<file path="config.mk">
export PLATFORM = sky130hd
export DESIGN_NAME = regfile_alu_flat
export DESIGN_NICKNAME = d
export VERILOG_FILES = /design/src/rtl/regfile_alu_if.sv /design/src/rtl/regfile_alu.sv /design/src/flat_wrapper.sv
export SDC_FILE = /design/constraint.sdc
export NUM_CORES = 1
export LEC_CHECK = 0
export BUFFER_PORTS_ARGS = -buffer_cell sky130_fd_sc_hd__buf_2
export CELL_PAD_IN_SITES_DETAIL_PLACEMENT = 2
export CELL_PAD_IN_SITES_GLOBAL_PLACEMENT = 2
export CORE_MARGIN = 8
export CORE_UTILIZATION = 30
export CTS_BUF_LIST = sky130_fd_sc_hd__clkbuf_4
export DETAILED_ROUTE_END_ITERATION = 8
export PLACE_DENSITY = 0.69
export SYNTH_ARGS = -nofsm -noshare
export SYNTH_HDL_FRONTEND = slang
export SYNTH_SLANG_ARGS = --single-unit
</file>
<file path="constraint.sdc">
create_clock -name clk -period 12.34 [get_ports clk]
set_input_delay 1.851 -clock clk [delete_from_list [all_inputs] [get_ports clk]]
set_output_delay 1.851 -clock clk [all_outputs]
set_load 0.02 [all_outputs]
</file>
<file path="src/rtl/regfile_alu_if.sv">
// Control-word and display bus between the lab control FSM and the
// regfile_alu datapath stage. The FSM side is the master.
interface regfile_alu_if #(
    parameter int WIDTH = 16
);
    logic [15:0]      R_en;
    logic [3:0]       R_src;
    logic [3:0]       R_dest;
    logic             R_or_I;
    logic [7:0]       imm;
    logic [7:0]       ALU_op;
    logic             Flag_en;
    logic [3:0]       rd_sel;
    logic [WIDTH-1:0] rd_data;
    logic [WIDTH-1:0] result;
    logic [4:0]       flags;
    logic             illegal;

    modport master (
        output R_en, R_src, R_dest, R_or_I, imm, ALU_op, Flag_en, rd_sel,
        input  rd_data, result, flags, illegal
    );

    modport slave (
        input  R_en, R_src, R_dest, R_or_I, imm, ALU_op, Flag_en, rd_sel,
        output rd_data, result, flags, illegal
    );
endinterface

</file>
<file path="src/rtl/regfile_alu.sv">
// Datapath stage: 16 general registers, a 16-bit ALU and the {N,Z,F,L,C}
// flag register, executing one control word per clock.
module regfile_alu #(
    parameter int WIDTH = 16
) (
    input logic          clk,
    input logic          rst,
    regfile_alu_if.slave bus
);
    localparam int FLAG_N = 4;
    localparam int FLAG_Z = 3;
    localparam int FLAG_F = 2;
    localparam int FLAG_L = 1;
    localparam int FLAG_C = 0;

    typedef enum logic [2:0] {
        OP_NONE,
        OP_ADD,
        OP_SUB,
        OP_CMP,
        OP_AND,
        OP_OR,
        OP_XOR,
        OP_MOV
    } alu_op_t;

    logic [WIDTH-1:0] regs [16];
    logic [4:0]       flags_q;
    logic             illegal_q;

    alu_op_t          op;
    logic             sign_ext;
    logic [WIDTH-1:0] imm_ext;
    logic [WIDTH-1:0] op_a;
    logic [WIDTH-1:0] op_b;
    logic [WIDTH:0]   sum;
    logic [WIDTH:0]   diff;
    logic [WIDTH-1:0] alu_out;
    logic [4:0]       next_flags;
    logic             write_ok;

    // Decode the op; any pattern not listed, including X/Z bits, falls to OP_NONE.
    always_comb begin
        op       = OP_NONE;
        sign_ext = 1'b0;
        case (bus.R_or_I)
            1'b0: begin
                if (bus.ALU_op[7:4] == 4'h0) begin
                    case (bus.ALU_op[3:0])
                        4'h5:    op = OP_ADD;
                        4'h9:    op = OP_SUB;
                        4'hB:    op = OP_CMP;
                        4'h1:    op = OP_AND;
                        4'h2:    op = OP_OR;
                        4'h3:    op = OP_XOR;
                        4'hD:    op = OP_MOV;
                        default: op = OP_NONE;
                    endcase
                end
            end
            1'b1: begin
                case (bus.ALU_op[7:4])
                    4'h5: begin op = OP_ADD; sign_ext = 1'b1; end
                    4'h9: begin op = OP_SUB; sign_ext = 1'b1; end
                    4'hB: begin op = OP_CMP; sign_ext = 1'b1; end
                    4'hD: begin op = OP_MOV; sign_ext = 1'b1; end
                    4'h1:    op = OP_AND;
                    4'h2:    op = OP_OR;
                    4'h3:    op = OP_XOR;
                    default: op = OP_NONE;
                endcase
            end
            default: op = OP_NONE;
        endcase
    end

    assign imm_ext  = sign_ext ? {{(WIDTH-8){bus.imm[7]}}, bus.imm}
                               : {{(WIDTH-8){1'b0}}, bus.imm};
    assign op_a     = regs[bus.R_dest];
    assign op_b     = bus.R_or_I ? imm_ext : regs[bus.R_src];
    assign sum      = {1'b0, op_a} + {1'b0, op_b};
    assign diff     = {1'b0, op_a} - {1'b0, op_b};
    assign write_ok = (op != OP_NONE) && (op != OP_CMP);

    // ALU result and the flag word that would be loaded if Flag_en is set.
    always_comb begin
        alu_out    = '0;
        next_flags = flags_q;
        case (op)
            OP_ADD: begin
                alu_out            = sum[WIDTH-1:0];
                next_flags[FLAG_C] = sum[WIDTH];
                next_flags[FLAG_F] = (op_a[WIDTH-1] == op_b[WIDTH-1]) &&
                                     (alu_out[WIDTH-1] != op_a[WIDTH-1]);
                next_flags[FLAG_Z] = (alu_out == '0);
                next_flags[FLAG_N] = alu_out[WIDTH-1];
            end
            OP_SUB: begin
                alu_out            = diff[WIDTH-1:0];
                next_flags[FLAG_C] = diff[WIDTH];
                next_flags[FLAG_F] = (op_a[WIDTH-1] != op_b[WIDTH-1]) &&
                                     (alu_out[WIDTH-1] != op_a[WIDTH-1]);
                next_flags[FLAG_Z] = (alu_out == '0);
                next_flags[FLAG_N] = alu_out[WIDTH-1];
            end
            OP_CMP: begin
                alu_out            = diff[WIDTH-1:0];
                next_flags[FLAG_Z] = (op_a == op_b);
                next_flags[FLAG_L] = diff[WIDTH];
                next_flags[FLAG_N] = ($signed(op_a) < $signed(op_b));
            end
            OP_AND, OP_OR, OP_XOR: begin
                if (op == OP_AND)
                    alu_out = op_a & op_b;
                else if (op == OP_OR)
                    alu_out = op_a | op_b;
                else
                    alu_out = op_a ^ op_b;
                next_flags[FLAG_Z] = (alu_out == '0);
                next_flags[FLAG_N] = alu_out[WIDTH-1];
            end
            OP_MOV: begin
                alu_out = op_b;
            end
            default: begin
                alu_out = '0;
            end
        endcase
    end

    // Register file: every enabled register takes the result on a legal, non-compare op.
    always_ff @(posedge clk or negedge rst) begin
        if (!rst) begin
            for (int i = 0; i < 16; i++)
                regs[i] <= '0;
        end else begin
            for (int i = 0; i < 16; i++)
                if (write_ok && bus.R_en[i])
                    regs[i] <= alu_out;
        end
    end

    // Flag register and the sticky illegal-op indicator.
    always_ff @(posedge clk or negedge rst) begin
        if (!rst) begin
            flags_q   <= '0;
            illegal_q <= 1'b0;
        end else begin
            if (bus.Flag_en && op != OP_NONE)
                flags_q <= next_flags;
            if (op == OP_NONE && ((|bus.R_en) || bus.Flag_en))
                illegal_q <= 1'b1;
        end
    end

    assign bus.result  = alu_out;
    assign bus.rd_data = regs[bus.rd_sel];
    assign bus.flags   = flags_q;
    assign bus.illegal = illegal_q;
endmodule

</file>
<file path="src/flat_wrapper.sv">
// flat-port wrapper written by rule: the top's interface ports become plain ports
module regfile_alu_flat 
#(
    parameter int WIDTH = 16
)
  (clk, rst, bus_R_en, bus_R_src, bus_R_dest, bus_R_or_I, bus_imm, bus_ALU_op, bus_Flag_en, bus_rd_sel, bus_rd_data, bus_result, bus_flags, bus_illegal);
  regfile_alu_if #(.WIDTH(WIDTH)) bus_i ();
  input logic clk;
  input logic rst;
  input wire logic [$bits(bus_i.R_en)-1:0] bus_R_en;
  input wire logic [$bits(bus_i.R_src)-1:0] bus_R_src;
  input wire logic [$bits(bus_i.R_dest)-1:0] bus_R_dest;
  input wire logic [$bits(bus_i.R_or_I)-1:0] bus_R_or_I;
  input wire logic [$bits(bus_i.imm)-1:0] bus_imm;
  input wire logic [$bits(bus_i.ALU_op)-1:0] bus_ALU_op;
  input wire logic [$bits(bus_i.Flag_en)-1:0] bus_Flag_en;
  input wire logic [$bits(bus_i.rd_sel)-1:0] bus_rd_sel;
  output wire logic [$bits(bus_i.rd_data)-1:0] bus_rd_data;
  output wire logic [$bits(bus_i.result)-1:0] bus_result;
  output wire logic [$bits(bus_i.flags)-1:0] bus_flags;
  output wire logic [$bits(bus_i.illegal)-1:0] bus_illegal;
  assign bus_i.R_en = bus_R_en;
  assign bus_i.R_src = bus_R_src;
  assign bus_i.R_dest = bus_R_dest;
  assign bus_i.R_or_I = bus_R_or_I;
  assign bus_i.imm = bus_imm;
  assign bus_i.ALU_op = bus_ALU_op;
  assign bus_i.Flag_en = bus_Flag_en;
  assign bus_i.rd_sel = bus_rd_sel;
  assign bus_rd_data = bus_i.rd_data;
  assign bus_result = bus_i.result;
  assign bus_flags = bus_i.flags;
  assign bus_illegal = bus_i.illegal;
  regfile_alu #(.WIDTH(WIDTH)) u_core (.clk(clk), .rst(rst), .bus(bus_i));
endmodule
</file>
==> results.yml <==
synth:
  synth_area_sq_um: 18700
  syn_area_per_cell_sq_um: 11.0
  synth_cells: 1701
  ys.flop_type: "dfrtp_1"
  synthTopCellsByArea: "dfrtp_1 35%, mux4_2 27%, nand2_1 6.2%, o21ai_0 5.7%, ha_1 3.4%"
  yosys.area.top_type: "dfrtp_1"
  ys_seq_elements: 262
  synthArstFlopShare_pct: 100
  syn_nets: 1802
  synth_cell_type_count: 80
  synth-edff-count: 0
  ys_seq_area_share_pct: 35.1
  synth_top_area_share_pct: 35.1
  yosys_warnings: 0
sta:
  setup_tns_ns: 0
  relSlewSlack_pct: 22.4
  hold_ws_ns: 0.526
  min_period_ns: 9.49
  finalSetupViolations: 0
  slew_viol_final: 0
  rsz0062_at_grt: "false"
  fin_worst_skew_ns: 0.0788
  fmax_mhz: 105
  worstMarginPinSlew_ns: 1.16
  hold_viol: 0
  post-route-period-util_pct: 76.9
power_and_ir_drop:
  pwr-share-seq_pct: 33.7
  combPwrFrac_pct: 47.3
  powerDensity_nw_per_um2: 221
  ir_drop_v: 0.0000930
  p_clk_share_pct: 19.0
  swShare_pct: 43.9
  switchingPower_w: 0.00202
  p_int_w: 0.00259
  leakage_nw: 8.78
placement:
  io_buffers: 85
  placed_cell_area_sq_um: 19800
  hpwlAfterDp_um: 49800
  place_congestion: 0.906
  placed_cells: 2512
drt:
  first_pass_iters: 7
  viasPerCell: 5.86
  initialDrtViolationCount: 1220
  drc_errors: 0
  via_count: 15500
  wl_um: 75400
  drt.antenna.violating_nets: 0
  avgRoutedWirePerCell_um: 28.4
grt:
  grt_usage_pct: 21.4
  grt_max_degree: 160
  grt_pass1_vias: 17200
  grt_pass1_wl_um: 115000
  grt_antenna_before_repair: 4
  grt_overflow: 0
worst_setup_path:
  crit_path_top_delay_cell: "buf_4"
  crit_type: "primary input to output pin"
  critPathLaunch: "bus_R_src[1]"
  r2r_setup_slack_ns: 6.79
  arrival_ns: 7.64
  cp.required_ns: 10.49
  cp-start-kind: "primary input"
  timing.rr.start: "u_core.regs[208]$_DFFE_PN0P_"
  max_stage_delay_ns: 0.63
  end_kind: "output pin"
  worstPathCellList: "buf_2 -> buf_4 -> mux4_1 -> mux4_2 -> mux2i_2 -> inv_1 -> ha_1 -> or3_1 -> a2111oi_1 -> nor3_1 -> a2111oi_0 -> o21ai_0 -> xnor2_1 -> o21ai_0 -> o21ai_2 -> inv_1 -> buf_2"
  path_max_fanout: 39
worst_hold_path:
  worstHoldStart: "u_core.regs[37]$_DFFE_PN0P_"
  min_path_type: "flip-flop to flip-flop"
clock_tree:
  h-tree-depth: 3
  cts_num_sinks: 262
  cts.clk_slew.worst_paths_ns: 0.06
  postCtsSetupBuffers: 0
  numCtsBuffers: 79
  cts_tree: "built"
  hold_buffers: 0
  root_buffer: "clkbuf_4"
  cts_buffer_depth: 3
  clk_latency_ns: 0.90
  cts-resized-gates: 0
final_layout:
  drive_gt1_share_pct: 28.3
  final_area_sq_um: 20800
  final_cells: 2652
  area_growth_pct: 11.3
  layout.nets: 1857
floorplan:
  io_pins: 86
  die_h_um: 266
  start_util_pct: 30.3
  core_sq_um: 61600
  rows: 91
  die_w_um: 266
  die-area_sq_um: 70500
status:
  outcome: "complete, no violations"
job:
  maxCapViolCount: 0
## power groups by stage
stage / Sequential (W) / Clock, W / Combinational [W]
3_5_place_dp: 0.00155 / 0 / 0.00217
4_1_cts: 0.00154 / 0.000912 / 0.00218
2_1_floorplan: 0.00140 / 0 / 0.00157
5_1_grt: 0.00159 / 0.000951 / 0.00237
3_3_place_gp: 0.00150 / 0 / 0.00208
6_report: 0.00155 / 0.000877 / 0.00218
## logic make-up after synthesis
family          synth area share (%)
buf+inv                         5.24
flops                           35.1
simple gates                    9.64
xor+xnor                        1.31
fa+ha+maj                       3.63
mux                             31.3
compound gates                  13.8
## final timing paths
check,depth (start not counted),endpoint
max in group asynchronous,2,u_core.regs[240]$_DFFE_PN0P_
worst max-delay path,17,bus_result[14]
worst min register to register,2,u_core.regs[37]$_DFFE_PN0P_
min in group asynchronous,1,u_core.regs[76]$_DFFE_PN0P_
worst min-delay path,2,u_core.regs[37]$_DFFE_PN0P_
worst max register to register,15,u_core.regs[46]$_DFFE_PN0P_
## worst max-delay path: cells and delay by family
kind / cells / cell delay, ns
AND/OR/NAND/NOR: 2 / 0.50
buffers and inverters: 5 / 1.58
adder cells (fa/ha/maj): 1 / 0.27
multiplexers: 3 / 1.24
AO/OA/AOI/OAI: 5 / 1.96
XOR/XNOR: 1 / 0.22
## cells in the final DEF, fill, tap and decap left out, types with 27 or more instances in the layout
master / count
o21ai_1: 55
clkbuf_4: 114
mux4_2: 223
mux2i_1: 27
ha_1: 51
a21oi_1: 56
dfrtp_1: 262
o21ai_0: 213
buf_4: 40
nand2_1: 306
buf_2: 80
inv_1: 77
## per-layer routing
layer	wire length [um]	vias to the layer above	share of wire (%)	GRT usage (%)
met5	26	-	0.034	0
met4	3120	4	4.1	8.74
met3	3700	168	4.9	3.68
met2	35900	516	48	34.9
met1	32600	8327	43	28.2
li1	-	6528	-	-
## synthesized netlist by cell type, types with 5 or more instances
| master | n |
|---|---|
| a21o_1 | 8 |
| o21bai_1 | 8 |
| ha_1 | 51 |
| xor2_1 | 5 |
| nand3_1 | 14 |
| a22oi_1 | 5 |
| o21ai_2 | 5 |
| nor3_1 | 13 |
| xnor2_1 | 23 |
| buf_1 | 24 |
| buf_2 | 27 |
| mux2i_1 | 27 |
| dfrtp_1 | 262 |
| or3_1 | 5 |
| buf_4 | 7 |
| o21ai_1 | 55 |
| clkbuf_1 | 84 |
| nand4_1 | 8 |
| o211ai_1 | 10 |
| a31oi_2 | 9 |
| mux4_1 | 17 |
| nand2b_1 | 9 |
| a211oi_1 | 7 |
| nor2_1 | 26 |
| o21ai_0 | 214 |
| mux4_2 | 223 |
| nand2_1 | 308 |
| a21oi_1 | 56 |
| o21a_1 | 5 |
| inv_1 | 77 |
| nor4_1 | 13 |
| a31oi_1 | 13 |
## through the flow
step                util (%)  setup WS [ns]  total power, W
floorplan                  -           3.94         0.00298
global placement        32.1           2.92         0.00358
detailed placement      32.1           2.81         0.00372
CTS                     33.7           2.81         0.00463
global route            33.8           2.20         0.00491
finish                  33.8           2.85         0.00461
## area by class of cell
type                    count  area, sq um
inverters                  79          297
repair buffers            122          736
multi-input cells        1212        11200
fillers                  6610        40800
clock inverters            20          123
clock buffers             114          856
diodes                      6         15.0
well taps                 837         1050
flip-flops and latches    262         6560
## registers in the layout, summed over array words and instances (netlist names)
register,count
u_core.regs,256
u_core.bus.illegal,1
u_core.bus.flags,5
No activity file was read; power rests on OpenSTA's default activity.
